**src/rtl/fp_arb_pkg.sv**
```systemverilog
// fp_arb_pkg: shared FSM state encodings and result constants for the FP unit arbiters
package fp_arb_pkg;
    typedef enum logic [2:0] {
        S_IDLE,
        S_UNIT_RST,
        S_SEND_A,
        S_SEND_B,
        S_WAIT_Z,
        S_RESPOND
    } state_t;
    localparam logic [31:0] QNAN = 32'h7FC0_0000;
endpackage

```
**src/rtl/rr_pick.sv**
```systemverilog
// rr_pick: round-robin select; req vector + last winner in, winner idx + found flag out
module rr_pick #(
    parameter int N    = 4,
    parameter int ID_W = $clog2(N)
) (
    input  logic [N-1:0]    req,
    input  logic [ID_W-1:0] last,
    output logic [ID_W-1:0] idx,
    output logic            found
);
    logic [ID_W-1:0] j;
    always_comb begin
        idx = '0;
        j   = '0;
        // Walk from farthest to nearest so the lane right after last wins.
        for (int k = N; k >= 1; k--) begin
            j = ID_W'((int'(last) + k) % N);
            if (req[j]) idx = j;
        end
    end
    assign found = |req;
endmodule

```
**src/rtl/fp_unit_arbiter.sv**
```systemverilog
// fp_unit_arbiter: round-robin share of one strobe/ack FP unit; req_*/rsp_* per lane, unit_* to core, busy/timeout_err/grant_id status
module fp_unit_arbiter
    import fp_arb_pkg::*;
#(
    parameter int N       = 4,
    parameter int ID_W    = $clog2(N),
    parameter int TIMEOUT = 1023
) (
    input  logic              clk,
    input  logic              rst,
    input  logic [32*N-1:0]   req_a,
    input  logic [32*N-1:0]   req_b,
    input  logic [N-1:0]      req_stb,
    output logic [N-1:0]      req_ack,
    output logic [31:0]       rsp_z,
    output logic [N-1:0]      rsp_valid,
    input  logic [N-1:0]      rsp_ack,
    output logic              unit_rst,
    output logic [31:0]       unit_a,
    output logic [31:0]       unit_b,
    output logic              unit_a_stb,
    output logic              unit_b_stb,
    input  logic              unit_a_ack,
    input  logic              unit_b_ack,
    input  logic [31:0]       unit_z,
    input  logic              unit_z_stb,
    output logic              unit_z_ack,
    output logic              busy,
    output logic              timeout_err,
    output logic [ID_W-1:0]   grant_id
);
    localparam int CW = $clog2(TIMEOUT + 1);

    state_t          state_q, state_d;
    logic [ID_W-1:0] last_q, last_d, grant_id_q, grant_id_d, win;
    logic            win_found;
    logic [31:0]     a_q, a_d, b_q, b_d, rsp_z_q, rsp_z_d;
    logic [N-1:0]    req_ack_q, req_ack_d, rsp_valid_q, rsp_valid_d;
    logic            unit_rst_q, unit_rst_d, a_stb_q, a_stb_d, b_stb_q, b_stb_d;
    logic            z_ack_q, z_ack_d, busy_q, busy_d, timeout_err_q, timeout_err_d;
    logic [CW-1:0]   cnt_q, cnt_d, cnt_inc;

    rr_pick #(.N(N), .ID_W(ID_W)) u_pick (
        .req   (req_stb),
        .last  (last_q),
        .idx   (win),
        .found (win_found)
    );

    // Saturate so a stuck unit can never wrap the counter back below TIMEOUT.
    assign cnt_inc = (cnt_q == CW'(TIMEOUT)) ? cnt_q : cnt_q + CW'(1);

    always_comb begin
        state_d       = state_q;
        last_d        = last_q;
        grant_id_d    = grant_id_q;
        a_d           = a_q;
        b_d           = b_q;
        rsp_z_d       = rsp_z_q;
        rsp_valid_d   = rsp_valid_q;
        a_stb_d       = a_stb_q;
        b_stb_d       = b_stb_q;
        timeout_err_d = timeout_err_q;
        cnt_d         = cnt_q;
        req_ack_d     = '0;
        unit_rst_d    = 1'b0;
        z_ack_d       = 1'b0;
        case (state_q)
            S_IDLE: if (win_found) begin
                a_d            = req_a[{win, 5'd0} +: 32];
                b_d            = req_b[{win, 5'd0} +: 32];
                grant_id_d     = win;
                req_ack_d[win] = 1'b1;
                unit_rst_d     = 1'b1;
                state_d        = S_UNIT_RST;
            end
            S_UNIT_RST: begin
                a_stb_d = 1'b1;
                state_d = S_SEND_A;
            end
            S_SEND_A: if (unit_a_ack) begin
                a_stb_d = 1'b0;
                b_stb_d = 1'b1;
                state_d = S_SEND_B;
            end
            S_SEND_B: if (unit_b_ack) begin
                b_stb_d = 1'b0;
                cnt_d   = '0;
                state_d = S_WAIT_Z;
            end
            S_WAIT_Z: if (unit_z_stb) begin
                rsp_z_d                 = unit_z;
                z_ack_d                 = 1'b1;
                rsp_valid_d[grant_id_q] = 1'b1;
                state_d                 = S_RESPOND;
            end else begin
                cnt_d = cnt_inc;
                if (cnt_inc == CW'(TIMEOUT)) begin
                    rsp_z_d                 = QNAN;
                    timeout_err_d           = 1'b1;
                    unit_rst_d              = 1'b1;
                    rsp_valid_d[grant_id_q] = 1'b1;
                    state_d                 = S_RESPOND;
                end
            end
            S_RESPOND: if (rsp_ack[grant_id_q]) begin
                rsp_valid_d = '0;
                last_d      = grant_id_q;
                state_d     = S_IDLE;
            end
            default: state_d = S_IDLE;
        endcase
        busy_d = (state_d != S_IDLE);
    end

    always_ff @(posedge clk or posedge rst) begin
        if (rst) begin
            state_q       <= S_IDLE;
            last_q        <= ID_W'(N - 1);
            grant_id_q    <= '0;
            a_q           <= '0;
            b_q           <= '0;
            rsp_z_q       <= '0;
            rsp_valid_q   <= '0;
            req_ack_q     <= '0;
            unit_rst_q    <= 1'b1;
            a_stb_q       <= 1'b0;
            b_stb_q       <= 1'b0;
            z_ack_q       <= 1'b0;
            busy_q        <= 1'b0;
            timeout_err_q <= 1'b0;
            cnt_q         <= '0;
        end else begin
            state_q       <= state_d;
            last_q        <= last_d;
            grant_id_q    <= grant_id_d;
            a_q           <= a_d;
            b_q           <= b_d;
            rsp_z_q       <= rsp_z_d;
            rsp_valid_q   <= rsp_valid_d;
            req_ack_q     <= req_ack_d;
            unit_rst_q    <= unit_rst_d;
            a_stb_q       <= a_stb_d;
            b_stb_q       <= b_stb_d;
            z_ack_q       <= z_ack_d;
            busy_q        <= busy_d;
            timeout_err_q <= timeout_err_d;
            cnt_q         <= cnt_d;
        end
    end

    assign req_ack     = req_ack_q;
    assign rsp_z       = rsp_z_q;
    assign rsp_valid   = rsp_valid_q;
    assign unit_rst    = unit_rst_q;
    assign unit_a      = a_q;
    assign unit_b      = b_q;
    assign unit_a_stb  = a_stb_q;
    assign unit_b_stb  = b_stb_q;
    assign unit_z_ack  = z_ack_q;
    assign busy        = busy_q;
    assign timeout_err = timeout_err_q;
    assign grant_id    = grant_id_q;
endmodule

```
**config.mk**
```make
export PLATFORM = sky130hd
export DESIGN_NAME = fp_unit_arbiter
export DESIGN_NICKNAME = d
export VERILOG_FILES = /design/src/rtl/fp_arb_pkg.sv /design/src/rtl/rr_pick.sv /design/src/rtl/fp_unit_arbiter.sv
export SDC_FILE = /design/constraint.sdc
export NUM_CORES = 1
export LEC_CHECK = 0
export ABC_AREA = 1
export BUFFER_PORTS_ARGS = -buffer_cell sky130_fd_sc_hd__buf_2
export CORE_AREA = 2 2 160 162
export DETAILED_ROUTE_END_ITERATION = 7
export DIE_AREA = 0 0 162 164
export PLACE_DENSITY = 0.59
export SYNTH_ARGS = -nofsm -noshare
export SYNTH_HDL_FRONTEND = slang
export SYNTH_HIERARCHICAL = 1
export SYNTH_SLANG_ARGS = --single-unit
```
**constraint.sdc**
```tcl
create_clock -name clk -period 4.6 [get_ports clk]
set_clock_uncertainty 0.05 [all_clocks]
set_input_delay 0.23 -clock clk [delete_from_list [all_inputs] [get_ports clk]]
set_output_delay 0.23 -clock clk [all_outputs]
set_load 0.02 [all_outputs]
```
-- After elaboration in Yosys (flattened, before gate mapping)
Cells that the tools add are included.
- equality and inequality tests: 12
- shift-type cells: 2
- multiplexer cells: 48
- reduce and logical (&&, ||, !) cells: 18
- $add $sub $neg: 5
- $lt $le $gt $ge: 8
- bitwise gates (word level): 2
- operator list (cell ; number):
    $shiftx A128 B8 Y32 ; 2
    $mux W32 ; 2
    $mux W10 ; 3
    $eq A10 B10 Y1 const B ; 2
    $mux W4 ; 5
    $pmux W10 S2 ; 1
    $lt A2 B3 Y1 const B ; 6
    $mux W3 ; 6
    $pmux W3 S6 ; 1
    $mux W1 ; 15
    $reduce_and A3 Y1 ; 4
    $add A10 B1 Y10 const B ; 1
    $bmux W1 S2 ; 5
    $reduce_bool A2 Y1 ; 5
    $mux W2 ; 4
    $ne A2 B2 Y1 const B ; 4
    $pmux W4 S2 ; 1
    $reduce_and A2 Y1 ; 4
    $eq A3 B2 Y1 const B ; 2
    $eq A3 B3 Y1 const B ; 2
    $pmux W1 S2 ; 3
    $add A2 B1 Y2 const B ; 2
    $add A2 B2 Y2 const B ; 2
    $demux W1 S2 ; 2
    other kinds (9) ; 11
- output and inout port bits: 112
- word-level logic and storage cells: 110
- bits of input ports: 301
- register bits after elaboration: 127

-- Depth between registers and ports, before layout
Gate-level depths: netlist (run 1).
- word-level depth: 13
- depth in mapped cells: 17
- gate-level depth less buffers: 14

-- Cells and area by module
Netlist (run 1), hierarchy kept.
- by module, submodules not included (module ; area an instance (um^2) ; times used ; sequential area each (um^2) ; cells an instance):
    fp_unit_arbiter ; 6486.2 ; 1 ; 3181.8 ; 784
    rr_pick ; 266.5 ; 1 ; 0.0 ; 51

-- Worst setup path after synthesis (run 1)
No wires, ideal clock.
- path type: register to register
- from: register last_q[0]
- to: register a_q[10] (netlist: unit_a[10])
- library setup time: 82 ps
- buffers on the path: 3
- setup slack: 2246 ps
- data required time: 4468 ps
- arrival time: 2222 ps
- clock period less this slack: 2354 ps
- stages on the path, launching flop included: 18
- cells stage by stage: dfstp_2 -> buf_6 -> inv_4 -> nand2_4 -> nand2_4 -> inv_4 -> nand2_2 -> nand2_1 -> nand2_1 -> nand2_1 -> nand2_1 -> nand2_1 -> clkbuf_1 -> inv_1 -> nor2_2 -> clkbuf_1 -> a22oi_1 -> a31oi_1
- word-level cells in the longest chain between the ends: 8
- elaborated cells between the ends (all ways): 17
- those cells by class: add/sub (4); shift (1); mux (12)
- RTL lines (element ; RTL line ; text):
    start, declared ; fp_unit_arbiter.sv:35 ; logic [ID_W-1:0] last_q, last_d, grant_id_q, grant_id_d, win;
    start signal, assigned ; fp_unit_arbiter.sv:119 ; last_q <= ID_W'(N - 1);
    start signal, assigned ; fp_unit_arbiter.sv:135 ; last_q <= last_d;
    $add A2 B1 Y2 ; rr_pick.sv:17 ; j = ID_W'((int'(last) + k) % N);
    $bmux W1 S2 ; rr_pick.sv:18 ; if (req[j]) idx = j;
    $mux W1 (not written as such) ; rr_pick.sv:18 ;
    $mux W2 (3 in series) ; rr_pick.sv:18 ;
    $mux W2 * ; rr_pick.sv:18 ;
    named net win[0] ; fp_unit_arbiter.sv:35 ;
    $shiftx A128 B8 Y32 * ; fp_unit_arbiter.sv:70 ; a_d = req_a[{win, 5'd0} +: 32];
    end signal, assigned ; fp_unit_arbiter.sv:121 ; a_q <= '0;
    end signal, assigned ; fp_unit_arbiter.sv:137 ; a_q <= a_d;
    end, declared ; fp_unit_arbiter.sv:37 ; logic [31:0] a_q, a_d, b_q, b_d, rsp_z_q, rsp_z_d;
Mark *: on every way through the listed nets, which the timed path passes. The rest lies on a longest branch. The select of a mux whose other input is x is not followed.
A chain may end at the register's enable or synchronous reset.

-- Final worst setup path (run 1)
- from: register last_q[0]
- to: register a_q[9] (netlist: unit_a[9])
Same word-level chain as after synthesis.

==> results.cfg, run 1 <==
[run_status]
status = finished, violations left
violations = hold timing

[place]
placedCellCount = 1538
io_buffers = 412
dp_hpwl_microns = 21350
gp_routability_congestion = 0.8565

[global_route]
gr-usage-met2_pct = 35.36
grt_max_degree = 100
grt_pass1_wl_microns = 42430
grt_pass1_vias = 7678
gr-usage-met1_pct = 25.41
grt.total_usage_pct = 20.78
antenna_found_initial = 6
gr-max-usage-layer = met2
gr-usage-met3_pct = 4.697
grt-ovfl-total = 0

[layout]
fin_nets = 1561
drive_above_1_share_pct = 39.31
nFillCells = 2561
areaGrowthSynthToFinish_pct = 49.10
instances_no_fill = 1606
multiInputGateArea_sq_mm = 0.003182
final-seq-area_sq_mm = 0.003182

[sta]
tightest_slew_ns = 0.9557
hold_viol = 22
rsz0062_at_grt = false
holdWs_ns = -0.02109
period_share_pct = 67.07
fmax_mhz = 324.1
slew_viol_final = 0
finalSetupViolCount = 0
slew_headroom_pct = 36.29
timing.setup.tns_ns = 0
finalCriticalPeriod_ns = 3.085

[clocking]
cts_root_buf = clkbuf_16
cts_hold_buffers = 32
post_cts_buffers = 0
insertion_delay_ns = 0.42
cts.sinks = 127
max-clock-path-buffers = 2
ctsResizeCount = 0
ctsHtreeMaxLevel = 4
clk_pin_slew_worst_paths_ns = 0.06
cts_buffers = 17
cts_tree = done

[critical_path]
path_max_fanout = 28
cp_common_cell = nand2_1
rr_endpoint = unit_a[9]$_DFFE_PP0P_
setup.worst_path.class = register to register
crit_arrival_ns = 3.36
cp_slowest_cell = dfstp_2
max_stage_delay_ns = 0.68
reg2reg_depth = 15
r2r-start = last_q[0]$_DFFE_PP1P_
timing.reg2reg.setup_slack_ns = 1.51
crit_required_ns = 4.87
path_cells = inv_4 > nand2_4 > nand2_4 > inv_4 > nand2_2 > nand2_1 > nand2_1 > nand2_1 > nand2_1 > nand2_1 > inv_1 > nor2_4 > buf_4 > a22oi_1 > a41oi_1
worstSetupEndpointType = register
crit_path_start_kind = register

[yosys]
ys_types = 35
synth_ff_type = dfrtp_1
synth-simple-area-share_pct = 26.98
netlist_area_sq_mm = 0.006753
syn_inst = 835
ys_seq_area_share_pct = 47.12
muxShareOfSynthArea_pct = 0
ys_seq_elements = 127
synth_top_area_cell = dfrtp_1
synth_fa_ha_area_share_pct = 0.1853
synth_top_family_by_area = simple AND/OR/NAND/NOR gates
synth_compound_area_share_pct = 19.66
synth_edf_count = 0
synth_common_cells = 257 x nand2_1, 124 x dfrtp_1, 94 x nor2_1, 80 x a22oi_1, 50 x a41oi_1
synth.most_common_cell = nand2_1
yosysTopAreaCellShare_pct = 45.95
mappedNetlistNets = 1137
synth_warnings = 6
synthArstFlopShare_pct = 100.0
syn_area_per_cell_sq_um = 8.087
yosys-top-cells-area = dfrtp_1 46%, nand2_1 14%, a22oi_1 8.9%
synth-xor-area-share_pct = 0

[pwr]
p_leak_nw = 4.968
ir_drop_mv = 0.4554
power_density_mw_per_mm2 = 789.8

[floorplan]
fp-row-count = 58
core_area_sq_mm = 0.02482
initial_utilization_pct = 27.21
die_x_microns = 162
die_area_sq_mm = 0.02657
die_h_microns = 164
pin_count = 413

[detailed_routing]
drtIter0Drc = 485
wl_per_cell_microns = 17.75
ant_nets = 0
viasPerCell = 4.886
routed_wl_microns = 28510
drc = 0
drtPass1Iterations = 7
via_count = 7847

[worst_hold_path]
hold_path_class = input port to asynchronous set/reset pin

[run]
drv_cap = 0
[layout by cell type (no fill, tap or decap), types with 3 or more instances in the layout]
cell type and instances:
a31oi_1 14, a22oi_1 80, diode_2 4, clkbuf_16 17
dlygate4sd3_1 32, o21ai_2 4, nand2_2 19, o21ai_1 3
inv_6 3, buf_2 412, nand2_4 3, o21ai_0 19
inv_1 39, nor2_4 4, nor2_2 3, dfrtp_1 124
nor2_1 92, dfstp_2 3, buf_4 11, inv_8 4
bufinv_16 3, inv_4 3, nor3_1 6, clkinv_4 5
a41oi_1 50, nand2_1 257, nand3_1 35, nand4_1 11
[power breakdown]
part | internal, mW | switching, mW | total [mW]
registers | 1.67 | 0.332 | 2.00
logic | 1.48 | 2.99 | 4.47
clock network | 0.891 | 0.591 | 1.48
total | 4.04 | 3.92 | 7.95
[through the flow]
stage,hold WS [ns],worst slack (ns),util (%),cell area [sq um],power (mW)
after floorplan,0.2932,0.9407,-,6753,4.969
after global placement,0.3819,1.624,36.68,9102,6.424
after detailed placement,0.3829,1.505,36.68,9102,6.491
after CTS,0.005827,1.484,40.53,10060,8.026
after global routing,0.03670,1.248,40.57,10070,8.578
final,-0.02109,1.515,40.57,10070,7.952
[worst max-delay path, delay by kind of cell (launching register included)]
family          cells  cell delay (ns)
simple gates        9             1.21
compound gates      2             0.33
flops               1             0.68
buf+inv             4             0.71
[area by class of cell]
class,count,area share (%)
clock buffer,18,4.362
clock inverter,14,1.951
tap,330,4.101
inverter,45,1.802
multi-input combinational,613,31.60
sequential,127,31.60
antenna,4,0.09942
timing repair buffer,455,24.48
[cell families (layout without fill, tap and decap cells)]
kind of cell,after synthesis,after routing
DFF,127,127
buffers and inverters,95,532
and+or+nand+nor,434,434
adders and majority gates,1,1
other,0,4
AOI/OAI and AO/OA,178,178
[state kept, by name (all words and copies together) (netlist names), 2 cells and up]
name       flops
rsp_z         32
unit_a        32
unit_b        32
cnt_q         10
req_ack        4
rsp_valid      4
state_q        3
grant_id       2
last_q         2
[metal layers]
| layer | part of all wire, % | wire (microns) |
|---|---|---|
| met5 | 0.095 | 27 |
| met4 | 3.3 | 953 |
| met3 | 6.2 | 1780 |
| met2 | 50 | 14170 |
| met1 | 41 | 11580 |
[how the worst max path moves through the flow]
stage | start | endpoint | slack, ns
after floorplan | rst | busy$_DFF_PP0_ | 0.94
after global placement | last_q[0]$_DFFE_PP1P_ | unit_a[12]$_DFFE_PP0P_ | 1.62
after detailed placement | last_q[0]$_DFFE_PP1P_ | unit_a[9]$_DFFE_PP0P_ | 1.50
after CTS | last_q[0]$_DFFE_PP1P_ | unit_a[9]$_DFFE_PP0P_ | 1.48
after global routing | last_q[0]$_DFFE_PP1P_ | unit_a[21]$_DFFE_PP0P_ | 1.25
final | last_q[0]$_DFFE_PP1P_ | unit_a[9]$_DFFE_PP0P_ | 1.51
No activity file was read; power rests on OpenSTA's default activity.
==> run 2: changes to the inputs <==
==> constraint.sdc (replaced) <==
create_clock -name clk -period 3.1 [get_ports clk]
set_clock_uncertainty 0.05 [all_clocks]
set_input_delay 0.155 -clock clk [delete_from_list [all_inputs] [get_ports clk]]
set_output_delay 0.155 -clock clk [all_outputs]
set_load 0.02 [all_outputs]
==> run 2 against run 1 <==
  * The flow now finishes without violations
  * Wire length increased by 7.3%
  * Clock power rose by 35%
  * Combinational power is 66% higher
  * Fmax up 5.7%
  * Largest power group unchanged
  * Highest routed layer unchanged
==> results.cfg, run 2 (same netlist as run 1, synthesis figures left out) <==
[clocking]
cts_tree = done
cts_buffers = 17
cts.sinks = 127
clk_pin_slew_worst_paths_ns = 0.06
max-clock-path-buffers = 2
cts_root_buf = clkbuf_16
insertion_delay_ns = 0.41
ctsHtreeMaxLevel = 4

[floorplan]
core_area_sq_mm = 0.02482
die_area_sq_mm = 0.02657
pin_count = 413
die_h_microns = 164
die_x_microns = 162
initial_utilization_pct = 27.21
fp-row-count = 58

[sta]
finalSetupViolCount = 0
hold_viol = 0
finalCriticalPeriod_ns = 2.920
fmax_mhz = 342.5
setup_ws_ns = 0.1800
tightest_slew_ns = 0.9772
slew_viol_final = 0
period_share_pct = 94.19
slew_headroom_pct = 34.72
rsz0062_at_grt = false
timing.setup.tns_ns = 0
holdWs_ns = 0.01103

[worst_hold_path]
hold_depth = 3
hold_path_class = input port to register
holdPathEnd = unit_b[3]$_DFFE_PP0P_
min_from = req_b[35]

[layout]
instances_no_fill = 1738
postLayoutCellArea_sq_mm = 0.01139
drive_above_1_share_pct = 36.12
final_core_util_pct = 45.91
layout_commonest_cell = buf_2
nFillCells = 2468
fin_nets = 1687
layout_common_cells = 412 x buf_2, 256 x nand2_1, 153 x dlygate4sd3_1
areaGrowthSynthToFinish_pct = 68.74

[run_status]
status = completed

[critical_path]
crit_path_start_kind = register
r2r-start = last_q[0]$_DFFE_PP1P_
rr_endpoint = unit_b[20]$_DFFE_PP0P_
worstSetupEndpointType = register
max_stage_delay_ns = 0.63
path_max_fanout = 35
timing.reg2reg.setup_slack_ns = 0.18
crit_arrival_ns = 3.22
setup.worst_path.class = register to register
reg2reg_depth = 12
cp_slowest_cell = dfstp_2
crit_required_ns = 3.40
path_cells = buf_4 > o21ai_2 > nand2_2 > o21ai_1 > nand2_1 > a21oi_4 > buf_4 > nor2_4 > buf_4 > a22oi_1 > a31oi_1 > dlygate4sd3_1
cp_common_cell = buf_4

[detailed_routing]
drtPass1Iterations = 5
drc = 0
wl_met1_microns = 12010
wl_met2_microns = 14690
drtIter0Drc = 442
viasPerCell = 4.845
ant_nets = 0
wl_per_cell_microns = 17.59
wl_met3_microns = 2242
routed_wl_microns = 30580
highest_layer = met5
via_count = 8420

[pwr]
pwr-share-clk_pct = 16.2
switchingPower_mw = 6.054
p_sw_share_pct = 49.05
comb_power_share_pct = 59.9
ir_drop_mv = 0.7272
intPower_mw = 6.288
finalPower_mw = 12.34
power_density_mw_per_mm2 = 1083
pwr-share-seq_pct = 23.9
p_leak_nw = 5.480

[place]
placedCellCount = 1538
io_buffers = 412
gp_routability_congestion = 0.8578
dpl_worst_slack_ns = 0.4728
dpl_cell_area_sq_mm = 0.009164
dp_hpwl_microns = 21250

[global_route]
grt.total_usage_pct = 21.62
grt-ovfl-total = 0
grt_pass1_wl_microns = 44150
antenna_found_initial = 13
grt_pass1_vias = 8179
grt_max_degree = 65

[run]
drv_cap = 0
run 2: cell count changes in the layout (fill, tap and decap cells not counted), moves of 2 or more:
cell	change
clkbuf_16	+2
inv_6	+2
buf_12	+4
clkinv_4	-4
buf_4	-3
bufinv_16	-2
inv_8	-3
dlygate4sd3_1	+121
diode_2	+6
clkinvlp_4	+5
run 2: worst max-delay path by stage:
stage | slack [ns] | end | cells past startpoint | start
floorplan | 0.75 | unit_a[10]$_DFFE_PP0P_ | 17 | last_q[0]$_DFFE_PP1P_
global placement | 0.52 | unit_b[5]$_DFFE_PP0P_ | 11 | last_q[0]$_DFFE_PP1P_
detailed placement | 0.47 | unit_b[5]$_DFFE_PP0P_ | 11 | last_q[0]$_DFFE_PP1P_
CTS | 0.02 | unit_a[31]$_DFFE_PP0P_ | 12 | last_q[0]$_DFFE_PP1P_
global route | 0.01 | unit_b[20]$_DFFE_PP0P_ | 15 | last_q[0]$_DFFE_PP1P_
finish | 0.18 | unit_b[20]$_DFFE_PP0P_ | 12 | last_q[0]$_DFFE_PP1P_
run 2: cell type report:
cell class | instances | area [sq um] | area share (%)
inverter | 45 | 180.2 | 1.581
clock buffer | 20 | 456.7 | 4.008
tap | 330 | 412.9 | 3.624
multi-input combinational | 613 | 3192 | 28.01
sequential | 127 | 3182 | 27.92
timing repair buffer | 581 | 3822 | 33.55
antenna | 10 | 25.02 | 0.2196
clock inverter | 12 | 123.9 | 1.087
run 2: layer usage:
layer	vias up	GRT usage, %
met4	4	12.31
met2	390	35.59
li1	4002	-
met3	86	5.909
met5	-	0
met1	3938	25.51
run 2: worst max-delay path, delay by kind of cell, from the launching register on:
kind	cells	cell delay, ns
compound gates	5	0.60
buf+inv	4	1.24
flops	1	0.63
simple gates	3	0.30
run 2: power groups by stage:
| stage | Combinational, mW | Clock, mW | Sequential [mW] |
|---|---|---|---|
| 3_3_place_gp | 6.69 | 0 | 2.95 |
| 3_5_place_dp | 6.76 | 0 | 2.96 |
| 2_1_floorplan | 3.59 | 0 | 3.78 |
| 5_1_grt | 8.04 | 2.14 | 3.05 |
| 6_report | 7.40 | 2.00 | 2.95 |
| 4_1_cts | 7.04 | 2.06 | 2.95 |
run 2: repair_timing:
| item | in CTS | in global routing |
|---|---|---|
| endpoints found under the setup margin | 0 | 8 |
| hold buffers | 153 | 0 |
| setup buffers | 0 | 3 |
| endpoints found under the hold margin | 131 | 0 |
| resized for setup | 0 | 4 |
==> run 3: changes to the inputs <==
--- a/config.mk
+++ b/config.mk
@@ -10,6 +10,7 @@
 export CORE_AREA = 2 2 160 162
 export DETAILED_ROUTE_END_ITERATION = 7
 export DIE_AREA = 0 0 162 164
+export MAX_ROUTING_LAYER = met4
 export PLACE_DENSITY = 0.59
 export SYNTH_ARGS = -nofsm -noshare
 export SYNTH_HDL_FRONTEND = slang
==> run 3 against run 2 <==
  * Largest cell class unchanged
  * Worst setup slack gained 0.051 ns
  * Via count is 1.8% higher
  * First-iteration DRC count increased by 5.9%
  * Wire length is 1.4% higher
  * Combinational power about the same
  * Sequential cell count unchanged
  * Total power increased by 0.16%
  * Highest routed layer is now met4
  * Worst hold slack better by 0.0028 ns
  * Die area unchanged
  * Clock-buffer cell count grew 1
==> results.cfg, run 3 (same netlist as run 1, synthesis figures left out) <==
[sta]
timing.setup.tns_ns = 0
rsz0062_at_grt = false
slew_headroom_pct = 52.04
fmax_mhz = 348.5
slew_viol_final = 0
finalSetupViolCount = 0
tightest_slew_ns = 0.7186
period_share_pct = 92.56
hold_viol = 0
finalCriticalPeriod_ns = 2.869

[floorplan]
fp-row-count = 58
pin_count = 413
initial_utilization_pct = 27.21
core_area_sq_mm = 0.02482
die_h_microns = 164
die_x_microns = 162
die_area_sq_mm = 0.02657

[place]
dpl_cell_area_sq_mm = 0.009159
dp_hpwl_microns = 21130
io_buffers = 412
gp_routability_congestion = 0.8577

[critical_path]
crit_required_ns = 3.38
worstSetupEndpointType = register
path_max_fanout = 16
crit_path_start_kind = register
setup.worst_path.class = register to register
crit_arrival_ns = 3.15

[pwr]
ir_drop_mv = 0.5105
finalPower_mw = 12.36
power_density_mw_per_mm2 = 1078
p_leak_nw = 5.521

[run_status]
status = completed

[clocking]
cts_buffers = 17
insertion_delay_ns = 0.41
cts_tree = done
cts.sinks = 127
max-clock-path-buffers = 2
ctsHtreeMaxLevel = 4
cts_root_buf = clkbuf_16
clk_pin_slew_worst_paths_ns = 0.06

[global_route]
grt_max_degree = 65
grt_pass1_vias = 8423
grt.total_usage_pct = 22.37
antenna_found_initial = 10
grt-ovfl-total = 0
grt_pass1_wl_microns = 44700

[detailed_routing]
viasPerCell = 4.909
routed_wl_microns = 31000
drtPass1Iterations = 4
drtIter0Drc = 468
ant_nets = 0
via_count = 8571
drc = 0
wl_per_cell_microns = 17.76

[worst_hold_path]
hold_path_class = input port to register

[layout]
layout_common_cells = 413 x buf_2, 256 x nand2_1, 160 x dlygate4sd3_1
fin_nets = 1694
areaGrowthSynthToFinish_pct = 69.74
layout_commonest_cell = buf_2
drive_above_1_share_pct = 35.73
postLayoutCellArea_sq_mm = 0.01146

[run]
drv_cap = 0
run 3: cell types whose count changed in the layout (fill, tap and decap cells not counted), moves of 2 or more:
| cell | change |
|---|---|
| dlygate4sd3_1 | +7 |
| clkbuf_1 | +3 |
| clkinvlp_4 | -3 |
| clkbuf_8 | -2 |
| clkinv_4 | +2 |
run 3: power by group:
| part | internal [mW] | switching, mW |
|---|---|---|
| Clock | 1.20 | 0.798 |
| Sequential | 2.48 | 0.473 |
| Combinational | 2.60 | 4.81 |
| Total | 6.28 | 6.08 |
run 3: path summary, 6_finish.rpt:
kind | from | end | slack, ns | cells after the start
min in group asynchronous | rst | unit_b[14]$_DFFE_PP0P_ | 0.21 | 3
worst max register to register | last_q[0]$_DFFE_PP1P_ | unit_a[11]$_DFFE_PP0P_ | 0.23 | 15
worst min register to register | rsp_z[10]$_DFFE_PP0P_ | rsp_z[10]$_DFFE_PP0P_ | 0.41 | 2
worst min-delay path | req_b[49] | unit_b[17]$_DFFE_PP0P_ | 0.01 | 3
max in group asynchronous | rst | last_q[1]$_DFFE_PP1P_ | 1.98 | 4
worst max-delay path | last_q[0]$_DFFE_PP1P_ | unit_a[11]$_DFFE_PP0P_ | 0.23 | 15
run 3: what timing repair did:
| action | CTS | global route |
|---|---|---|
| setup buffers | 0 | 1 |
| hold endpoints to repair | 128 | 0 |
| gates resized for setup | 0 | 4 |
| hold buffers | 160 | 0 |
| setup endpoints to repair | 0 | 3 |
run 3: area by class of cell:
type | instances | area, sq um
fillers | 2434 | 13360
well taps | 330 | 412.9
diodes | 11 | 27.53
clock inverters | 11 | 133.9
flip-flops and latches | 127 | 3182
clock buffers | 21 | 440.4
repair buffers | 588 | 3891
multi-input cells | 613 | 3192
inverters | 45 | 182.7
run 3: critical path: stages, from the launching register on:
cell           delay [ns]
dfstp_2              0.61
buf_2                0.20
nand2_1              0.08
o21ai_2              0.08
nand2_1              0.11
nand2_2              0.09
inv_1                0.04
nand2_1              0.05
nand2_1              0.05
nand2_2              0.16
nand2_1              0.14
inv_4                0.14
buf_16               0.18
a22oi_1              0.11
dlygate4sd3_1        0.58
a31oi_1              0.12
run 3: through the flow:
step,cells,setup WS [ns],hold slack (ns),util [%]
6_report,1746,0.2308,0.01384,46.18
2_1_floorplan,835,0.7458,0.2182,-
3_3_place_gp,1539,0.5225,0.08128,36.90
3_5_place_dp,1539,0.4693,0.08102,36.90
4_1_cts,1731,0.01707,0.001489,45.67
5_1_grt,1744,0.04644,0.005509,46.16
run 3: routing by layer:
layer | global-route usage [%] | share of wire (%)
met4 | 12.19 | 5.1
met1 | 25.57 | 38
met2 | 36.15 | 49
met5 | - | 0
met3 | 5.682 | 7.7
